[config.mk]
export PLATFORM = sky130hd
export DESIGN_NAME = wb_arbiter
export DESIGN_NICKNAME = d
export VERILOG_FILES = /design/src/rtl/wb_pkg.sv /design/src/rtl/wb_load_ext.sv /design/src/rtl/wb_arbiter.sv
export SDC_FILE = /design/constraint.sdc
export NUM_CORES = 1
export LEC_CHECK = 0
export ABC_AREA = 1
export BUFFER_PORTS_ARGS = -buffer_cell sky130_fd_sc_hd__buf_2
export CAP_MARGIN = 20
export CORE_MARGIN = 3
export CORE_UTILIZATION = 45
export CTS_BUF_LIST = sky130_fd_sc_hd__clkbuf_2
export DETAILED_ROUTE_END_ITERATION = 8
export HOLD_SLACK_MARGIN = 0.12
export PLACE_DENSITY = 0.72
export SETUP_SLACK_MARGIN = 0.15
export SLEW_MARGIN = 30
export SYNTH_ARGS = -nofsm -noshare
export SYNTH_HDL_FRONTEND = slang
export SYNTH_SLANG_ARGS = --single-unit
[constraint.sdc]
create_clock -name clk_i -period 3.7 [get_ports clk_i]
set_input_delay 0.555 -clock clk_i [delete_from_list [all_inputs] [get_ports clk_i]]
set_output_delay 0.555 -clock clk_i [all_outputs]
set_load 0.03 [all_outputs]
[src/rtl/wb_pkg.sv]
// Shared types and constants for the writeback arbiter slice.
package wb_pkg;

    localparam int unsigned REG_ADDR_W = 5;
    localparam int unsigned XLEN       = 32;

    typedef enum logic [2:0] {
        LB  = 3'b000,
        LH  = 3'b001,
        LW  = 3'b010,
        LBU = 3'b100,
        LHU = 3'b101
    } ld_funct3_e;

    // One buffered load return; valid clears when a younger ALU write kills it.
    typedef struct packed {
        logic                  valid;
        logic [REG_ADDR_W-1:0] rd;
        logic [XLEN-1:0]       data;
        logic [2:0]            funct3;
        logic [1:0]            offset;
    } wb_entry_t;

endpackage

[src/rtl/wb_load_ext.sv]
// Combinational sub-word load extender; only built when WB_LOAD_EXT_EN is defined.
`ifdef WB_LOAD_EXT_EN
module wb_load_ext
    import wb_pkg::*;
(
    input  logic [XLEN-1:0] data,
    input  logic [2:0]      funct3,
    input  logic [1:0]      offset,
    output logic [XLEN-1:0] ext_data_c
);

    logic [7:0]  byte_sel;
    logic [15:0] half_sel;

    always_comb begin
        byte_sel   = data[{offset, 3'b000} +: 8];
        half_sel   = data[{offset[1], 4'b0000} +: 16];
        ext_data_c = data;
        case (funct3)
            LB:      ext_data_c = {{24{byte_sel[7]}}, byte_sel};
            LH:      ext_data_c = {{16{half_sel[15]}}, half_sel};
            LBU:     ext_data_c = {24'h000000, byte_sel};
            LHU:     ext_data_c = {16'h0000, half_sel};
            default: ext_data_c = data;
        endcase
    end

endmodule
`endif

[src/rtl/wb_arbiter.sv]
// Register-file writeback arbiter: ALU priority, buffered load returns with anti-starvation.
// Optional sub-word load extension is enabled by defining WB_LOAD_EXT_EN.
module wb_arbiter
    import wb_pkg::*;
#(
    parameter int unsigned DEPTH      = 2,
    parameter int unsigned STARVE_MAX = 4
) (
    input  logic                  clk_i,
    input  logic                  rst_i,
    input  logic                  alu_valid_i,
    output logic                  alu_ready_o,
    input  logic [REG_ADDR_W-1:0] alu_rd_i,
    input  logic [XLEN-1:0]       alu_data_i,
    input  logic                  ld_valid_i,
    output logic                  ld_ready_o,
    input  logic [REG_ADDR_W-1:0] ld_rd_i,
    input  logic [XLEN-1:0]       ld_data_i,
    input  logic [2:0]            ld_funct3_i,
    input  logic [1:0]            ld_offset_i,
    output logic                  rd_wren_o,
    output logic [REG_ADDR_W-1:0] rd_addr_o,
    output logic [XLEN-1:0]       rd_data_o
);

    localparam int unsigned IDX_W = $clog2(DEPTH);
    localparam int unsigned PTR_W = IDX_W + 1;
    localparam int unsigned CNT_W = $clog2(STARVE_MAX + 1);

    wb_entry_t        fifo_q [DEPTH];
    logic [PTR_W-1:0] wr_ptr_q;
    logic [PTR_W-1:0] rd_ptr_q;
    logic [CNT_W-1:0] starve_cnt_q;

    logic            empty_c;
    logic            full_c;
    logic            alu_issue_c;
    logic            deq_c;
    logic            ld_issue_c;
    logic            enq_c;
    wb_entry_t       head_c;
    wb_entry_t       enq_entry_c;
    logic [XLEN-1:0] head_data_c;

    // Pointer MSB disambiguates full from empty on wrap-around.
    assign empty_c = (wr_ptr_q == rd_ptr_q);
    assign full_c  = (wr_ptr_q[PTR_W-1] != rd_ptr_q[PTR_W-1]) &&
                     (wr_ptr_q[IDX_W-1:0] == rd_ptr_q[IDX_W-1:0]);

    assign ld_ready_o  = !full_c;
    assign alu_ready_o = (starve_cnt_q < CNT_W'(STARVE_MAX));
    assign head_c      = fifo_q[rd_ptr_q[IDX_W-1:0]];

    // x0 writes are accepted but never reach the register file.
    assign alu_issue_c = alu_valid_i && alu_ready_o && (alu_rd_i != '0);
    assign deq_c       = !empty_c && !alu_issue_c;
    assign ld_issue_c  = deq_c && head_c.valid;
    assign enq_c       = ld_valid_i && !full_c && (ld_rd_i != '0);

`ifdef WB_LOAD_EXT_EN
    always_comb begin
        enq_entry_c        = '0;
        enq_entry_c.valid  = 1'b1;
        enq_entry_c.rd     = ld_rd_i;
        enq_entry_c.data   = ld_data_i;
        enq_entry_c.funct3 = ld_funct3_i;
        enq_entry_c.offset = ld_offset_i;
    end

    wb_load_ext u_load_ext (
        .data       (head_c.data),
        .funct3     (head_c.funct3),
        .offset     (head_c.offset),
        .ext_data_c (head_data_c)
    );
`else
    always_comb begin
        enq_entry_c       = '0;
        enq_entry_c.valid = 1'b1;
        enq_entry_c.rd    = ld_rd_i;
        enq_entry_c.data  = ld_data_i;
    end

    assign head_data_c = head_c.data;

    // Extension fields are carried by the LSU in this build and never consumed here.
    logic unused_ld_fields;
    assign unused_ld_fields = ^{ld_funct3_i, ld_offset_i, head_c.funct3, head_c.offset};
`endif

    // Storage: an issued ALU write kills older buffered loads to the same rd.
    always_ff @(posedge clk_i) begin
        for (int unsigned i = 0; i < DEPTH; i++) begin
            if (alu_issue_c && (fifo_q[IDX_W'(i)].rd == alu_rd_i)) begin
                fifo_q[IDX_W'(i)].valid <= 1'b0;
            end
        end
        if (enq_c) begin
            fifo_q[wr_ptr_q[IDX_W-1:0]] <= enq_entry_c;
        end
    end

    always_ff @(posedge clk_i or posedge rst_i) begin
        if (rst_i) begin
            wr_ptr_q     <= '0;
            rd_ptr_q     <= '0;
            starve_cnt_q <= '0;
        end else begin
            if (enq_c) begin
                wr_ptr_q <= wr_ptr_q + PTR_W'(1);
            end
            if (deq_c) begin
                rd_ptr_q <= rd_ptr_q + PTR_W'(1);
            end
            if (empty_c || deq_c) begin
                starve_cnt_q <= '0;
            end else begin
                starve_cnt_q <= starve_cnt_q + CNT_W'(1);
            end
        end
    end

    always_ff @(posedge clk_i or posedge rst_i) begin
        if (rst_i) begin
            rd_wren_o <= 1'b0;
            rd_addr_o <= '0;
            rd_data_o <= '0;
        end else begin
            rd_wren_o <= alu_issue_c || ld_issue_c;
            if (alu_issue_c) begin
                rd_addr_o <= alu_rd_i;
                rd_data_o <= alu_data_i;
            end else if (ld_issue_c) begin
                rd_addr_o <= head_c.rd;
                rd_data_o <= head_data_c;
            end
        end
    end

endmodule
==> flow_metrics.py, run 1 <==
metrics = {
    "floorplanning": {
        "coreArea_um2": 11600,
        "die-area_um2": 13300,
        "initial_core_util": 0.467,
        "die_w_um": 116,
        "die_h_um": 116,
        "row_count": 39,
        "ios": 123,
    },
    "power": {
        "pwr-share-seq": 0.416,
        "internal_power_uw": 2810,
        "power.share.switching": 0.464,
        "power_leakage_uw": 0.00321,
        "ir_worst_vdd_uv": 463,
        "pwr-share-comb": 0.453,
        "netSwitchingPower_uw": 2430,
        "p_per_area_nw_per_um2": 795,
        "p_total_uw": 5230,
        "pwr-share-clk": 0.131,
    },
    "sta": {
        "worst-slew-pin-transition_ns": 0.610,
        "relSlewSlack": 0.593,
        "hold_violations": 0,
        "fmax_ghz": 0.433,
        "rsz0062_at_grt": "no",
        "min_period_over_period": 0.624,
        "period_minus_slack_ns": 2.31,
        "clock_skew_ns": 0.0235,
        "drv_slew": 0,
        "final.setup.tns_ns": 0,
        "setup_violations": 0,
    },
    "critical_path": {
        "cp.arrival_ns": 2.69,
        "critical-path-slowest-cell": "dlygate4sd3_1",
        "crit_path_start_kind": "input pin",
        "startpoint": "ld_rd_i[3]",
        "slowest_delay_ns": 0.54,
        "regToRegSetupSlack_ns": 1.44,
        "crit_fanout": 23,
        "critPathTopFamily": "buffers and inverters",
        "worstSetupEndpointType": "flip-flop",
        "path_buf_inv": 4,
        "rr_startpoint": "rd_ptr_q[0]$_DFFE_PP0P_",
        "critPathKind": "in2reg",
        "crit_required_ns": 4.09,
        "crit_chain": "dlygate4sd3_1 -> buf_2 -> nor3_1 -> nand2_1 -> nand4_1 -> clkinv_1 -> buf_4",
    },
    "yosys": {
        "synthFlopType": "edfxtp_1",
        "synthTopCellsByArea": "edfxtp_1, dfrtp_1, nand2_1",
        "synth_edf_count": 74,
        "syn-num-nets": 643,
        "synth_cell_types": 26,
        "avgSynthCellArea_um2": 9.66,
        "synth-seq-area-share": 0.628,
        "ys_ff_latch": 121,
        "synth_most_common_cell": "nand2_1",
        "synthCells": 559,
        "async_reset_ff_frac": 0.372,
        "synth_area_um2": 5400,
        "yosysWarnings": 0,
        "yosysTopAreaCellShare": 0.412,
        "synthTopCellsByCount": "nand2_1, nand3_1, edfxtp_1, dfrtp_1, buf_2",
        "yosys.area.top_type": "edfxtp_1",
    },
    "placed_design": {
        "dp.cells": 795,
        "placed_cell_area_um2": 6010,
        "gp_congestion": 0.808,
        "io_buffers": 117,
        "dp_hpwl_mm": 7.70,
    },
    "run": {
        "drv_cap": 0,
    },
    "detailed_routing": {
        "viasPerCell": 5.02,
        "drc_errors": 0,
        "vias": 4344,
        "drtAntennaViolNets": 0,
        "totalWireLength_mm": 12.7,
        "first_pass_iters": 5,
        "drt_iter0_markers": 284,
        "wire_per_inst_um": 14.7,
    },
    "cts": {
        "clk_pin_slew_ns": 0.19,
        "cts_resized": 0,
        "clock-sinks": 121,
        "cts_htree_levels": 4,
        "root_buffer": "clkbuf_2",
        "ctsHoldBuffers": 38,
        "cts_made_buffers": 17,
        "clock_latency_ns": 0.66,
        "cts_tree": "yes",
        "postCtsSetupBuffers": 0,
        "clock_path_buffers": 2,
    },
    "layout": {
        "drive_gt1_frac": 0.244,
        "final_nets": 793,
        "antennaDiodeCount": 0,
        "areaGrowthSynthToFinish_pct": 22.0,
        "instances_no_fill": 865,
        "fin_area_um2": 6590,
        "fillers": 994,
    },
    "global_routing": {
        "grt_overflow": 0,
        "grt_pass1_wl_mm": 20.9,
        "grt_max_degree": 46,
        "first_global_vias": 4438,
        "antenna_found_initial": 0,
        "grt_usage": 0.203,
    },
    "min_path": {
        "worstHoldStart": "alu_data_i[6]",
        "worstHoldPathType": "in2reg",
    },
    "status": {
        "outcome": "complete, no violations",
    },
}
power groups by stage:
stage | combinational, uW | sequential [uW] | clock (uW)
5_1_grt | 2640 | 2220 | 773
3_5_place_dp | 2350 | 2210 | 0
2_1_floorplan | 1470 | 2580 | 0
4_1_cts | 2390 | 2170 | 714
6_report | 2370 | 2180 | 688
3_3_place_gp | 2300 | 2180 | 0
routing by layer:
metal	GRT usage	wire length (um)
met1	0.253	5350
met5	0	0
met3	0.0564	979
met4	0.0947	230
met2	0.329	6190
path summary, 6_finish.rpt:
path,endpoint,cells after the start
worst max-delay path,fifo_q[0][21]$_DFFE_PP_,7
worst min-delay path,rd_data_o[6]$_DFFE_PP0P_,5
worst max register to register,rd_data_o[17]$_DFFE_PP0P_,8
worst min register to register,starve_cnt_q[0]$_DFF_PP0_,1
max in group asynchronous,rd_ptr_q[0]$_DFFE_PP0P_,3
min in group asynchronous,rd_addr_o[2]$_DFFE_PP0P_,3
layout by cell type (no fill, tap or decap), types with 8 or more instances in the layout:
master	instances
nand2_1	271
clkbuf_2	17
nor2_1	8
dfrtp_1	44
nand3_1	75
inv_1	8
edfxtp_1	74
dlygate4sd3_1	38
buf_2	117
nand2_2	10
xnor2_1	10
worst register-to-register path: cells and delay by family, from the launching register on:
family	cells	cell delay, ns
buffers and inverters	2	0.51
and+or+nand+nor	6	1.24
DFF	1	0.43
state kept, by name (all words and copies together) (netlist names):
name          flops
wr_ptr_q          2
starve_cnt_q      3
fifo_q           76
rd_data_o        32
rd_wren_o         1
rd_addr_o         5
rd_ptr_q          2
final cells by class:
class,count,area (um^2),share of cell area
clock inverter,15,105,0.0160
tap,143,179,0.0272
inverter,12,47.5,0.00722
clock buffer,17,85.1,0.0129
timing repair buffer,162,1020,0.155
multi-input combinational,395,1760,0.267
sequential,121,3390,0.515
kinds of logic (layout without fill, tap and decap cells):
kind of cell | Yosys count | in the layout | share of synthesized area
and+or+nand+nor | 375 | 375 | 0.293
AOI/OAI and AO/OA | 4 | 4 | 0.00371
DFF | 121 | 121 | 0.628
buffers and inverters | 43 | 206 | 0.0473
adders and majority gates | 1 | 1 | 0.00232
xor gates and xnor gates | 15 | 15 | 0.0257
per-stage QoR:
step	worst slack [ns]	utilization	hold slack [ns]
floorplan	1.42	-	0.410
global placement	1.26	0.520	0.420
detailed placement	1.26	0.520	0.426
CTS	1.33	0.569	0.137
global route	1.25	0.569	0.122
finish	1.39	0.569	0.200
Power figures use the tool's default switching activity.
==> inputs of run 2 (changes only) <==
ABC_AREA = 0   (was 1)
PLACE_DENSITY = 0.76   (was 0.72)
clock period = 2.1 ns   (was 3.7 ns; I/O delays follow)
==> run 2 against run 1 <==
Against the previous run:
- sequential share of layout area down 3.2 points
- hold slack improved by 0.032 ns
- synthesized cell count is 31% lower
- final cell count decreased by 14%
- register-to-register slack lost 1.2 ns
- combinational power grew 92%
- clock power rose to 2.5 times the previous value
- via count decreased by 8.7%
- flip-flop and latch count unchanged
- routed wire length down 2.1%
- count of clock-buffer cells in the layout is 5 higher
- power up 94%
- largest cell class unchanged
- highest routed layer unchanged
==> flow_metrics.py, run 2 <==
metrics = {
    "sta": {
        "holdWs_ns": 0.233,
        "drv_slew": 0,
        "clock_skew_ns": 0.0342,
        "worst-slew-pin-transition_ns": 0.576,
        "fmax_ghz": 0.514,
        "rsz0062_at_grt": "yes",
        "fin_ws_ns": 0.155,
        "hold_violations": 0,
        "min_period_over_period": 0.926,
        "period_minus_slack_ns": 1.94,
        "setup_violations": 0,
        "relSlewSlack": 0.616,
        "final.setup.tns_ns": 0,
    },
    "critical_path": {
        "critical-path-slowest-cell": "or4_1",
        "crit_fanout": 38,
        "cp.arrival_ns": 2.47,
        "crit_chain": "dlygate4sd3_1 -> buf_2 -> or4_1 -> o21a_2 -> buf_12 -> a211oi_1 -> a211oi_1",
        "crit_required_ns": 2.62,
        "reg2reg_depth": 5,
        "worstSetupEndpointType": "flip-flop",
        "cp_common_cell": "a211oi_1",
        "crit_path_start_kind": "input pin",
        "slowest_delay_ns": 0.54,
        "critPathKind": "in2reg",
    },
    "placed_design": {
        "gp_congestion": 0.739,
        "dp_hpwl_mm": 7.48,
        "io_buffers": 117,
        "placed_cell_area_um2": 5870,
        "pre_cts_slack_ns": 0.00380,
    },
    "detailed_routing": {
        "totalWireLength_mm": 12.5,
        "vias": 3964,
        "drtAntennaViolNets": 0,
        "first_pass_iters": 4,
        "drc_errors": 0,
        "viasPerCell": 5.33,
        "wire_per_inst_um": 16.8,
        "drt_iter0_markers": 243,
    },
    "global_routing": {
        "busiest_layer": "met2",
        "use_met2": 0.381,
        "use_met3": 0.0533,
        "first_global_vias": 4139,
        "use_met1": 0.230,
        "antenna_found_initial": 1,
        "grt_pass1_wl_mm": 20.2,
        "grt_max_degree": 41,
        "grt_usage": 0.209,
        "grt_overflow": 0,
    },
    "floorplanning": {
        "coreArea_um2": 10900,
        "die-area_um2": 12500,
        "ios": 123,
        "die_w_um": 112,
        "die_h_um": 112,
        "row_count": 38,
        "initial_core_util": 0.463,
    },
    "yosys": {
        "yosys.area.top_type": "edfxtp_1",
        "synthCells": 388,
        "synthAdderAreaFrac": 0.00248,
        "synth_area_um2": 5040,
        "synth-seq-area-share": 0.672,
        "synth_top_family_by_area": "simple AND/OR/NAND/NOR gates",
        "synthFlopType": "edfxtp_1",
        "avgSynthCellArea_um2": 13.0,
        "synth_xor_area_frac": 0.0295,
        "yosysWarnings": 0,
        "synth_cell_types": 35,
        "yosysTopAreaCellShare": 0.441,
        "ys_ff_latch": 121,
        "synth_most_common_cell": "edfxtp_1",
        "synth_compound_area_frac": 0.123,
        "synthSimpleGateAreaFrac": 0.136,
        "synthTopCellsByArea": "edfxtp_1, dfrtp_1, a211oi_1",
        "synthMuxAreaShare": 0.00794,
        "syn-num-nets": 472,
        "synthTopCellsByCount": "edfxtp_1, a211oi_1, dfrtp_1, nor2_1, nor2b_1",
        "synth_edf_count": 74,
        "async_reset_ff_frac": 0.372,
    },
    "layout": {
        "final_nets": 674,
        "top_register": "fifo_q",
        "drive_gt1_frac": 0.310,
        "fin_area_um2": 7020,
        "final_cell_mix": "buf_2, dlygate4sd3_1, edfxtp_1, a211oi_1, dfrtp_1",
        "largest_reg_flops": 76,
        "layout_commonest_cell": "buf_2",
        "areaGrowthSynthToFinish_pct": 39.3,
        "fillers": 798,
        "fin_util": 0.645,
        "largest_registers": "fifo_q (76), rd_data_o (32), rd_addr_o (5)",
    },
    "cts": {
        "clock-sinks": 121,
        "cts_made_buffers": 17,
        "clock_path_buffers": 2,
        "clock_latency_ns": 0.66,
        "cts_tree": "yes",
        "clk_pin_slew_ns": 0.19,
        "cts_htree_levels": 4,
        "root_buffer": "clkbuf_2",
    },
    "min_path": {
        "worstHoldPathType": "in2async",
    },
    "run": {
        "drv_cap": 0,
    },
    "status": {
        "outcome": "complete, no violations",
    },
    "power": {
        "p_per_area_nw_per_um2": 1440,
        "power_leakage_uw": 0.00272,
        "ir_worst_vdd_uv": 803,
    },
}
-- run 2: cell count changes after synthesis, sizes merged, moves of 8 or more --
cell,delta
nand2,-278
a211oi,+68
nand3,-76
nor2,+25
nor2b,+35
buf,-13
nor4,+34
inv,-8
clkbuf,+14
-- run 2: what timing repair did --
action / in CTS / in global routing
endpoints found under the setup margin: 35 / 8
hold buffers: 77 / 0
gates resized for setup: 2 / 13
pin swaps: 1 / 1
gates cloned: 0 / 0
endpoints found under the hold margin: 148 / 0
buffers inserted: 2 / 3
-- run 2: cells by family after synthesis --
family | Yosys count
XOR/XNOR | 17
AND/OR/NAND/NOR | 126
flip-flops | 121
adder cells (fa/ha/maj) | 1
multiplexers | 4
AO/OA/AOI/OAI | 83
buffers and inverters | 36
-- run 2: power by group --
part	switching [uW]	total, uW	internal (uW)
Combinational	2980	4560	1590
Clock	826	1740	915
Sequential	374	3840	3460
Total	4180	10100	5970
-- run 2: path summary, 6_finish.rpt --
path | startpoint | to | slack (ns)
min in group clk_i | ld_data_i[8] | fifo_q[1][8]$_DFFE_PP_ | 0.36
setup reg to reg | rd_ptr_q[1]$_DFFE_PP0P_ | rd_data_o[19]$_DFFE_PP0P_ | 0.25
hold reg to reg | starve_cnt_q[0]$_DFF_PP0_ | starve_cnt_q[0]$_DFF_PP0_ | 0.45
max in group asynchronous | rst_i | rd_data_o[23]$_DFFE_PP0P_ | 1.24
setup / recovery | alu_rd_i[1] | rd_data_o[27]$_DFFE_PP0P_ | 0.16
hold / removal | rst_i | rd_data_o[6]$_DFFE_PP0P_ | 0.23
-- run 2: through the flow --
stage | total power, uW | std cells
floorplan | 6730 | 388
global placement | 7910 | 629
detailed placement | 8070 | 629
CTS | 9950 | 740
global route | 10700 | 744
finish | 10100 | 744
-- run 2: routing by layer --
metal  vias to the layer above  wire length [um]
met5                         -                 0
met4                         0               280
met3                        20               695
met2                       145              6500
met1                      1908              5000
li1                       1891                 -
-- run 2: layout make-up --
class,count,area [um^2],share of cell area
clock buffers,22,110,0.0157
flip-flops and latches,121,3390,0.483
diodes,1,2.50,0.000356
repair buffers,215,1570,0.223
well taps,140,175,0.0249
multi-input cells,231,1590,0.226
inverters,4,15.0,0.00214
clock inverters,10,175,0.0249
-- run 2: critical path: cells and delay by family --
| kind | cells | cell delay [ns] |
|---|---|---|
| buf+inv | 3 | 0.87 |
| compound gates | 3 | 0.73 |
| simple gates | 1 | 0.54 |
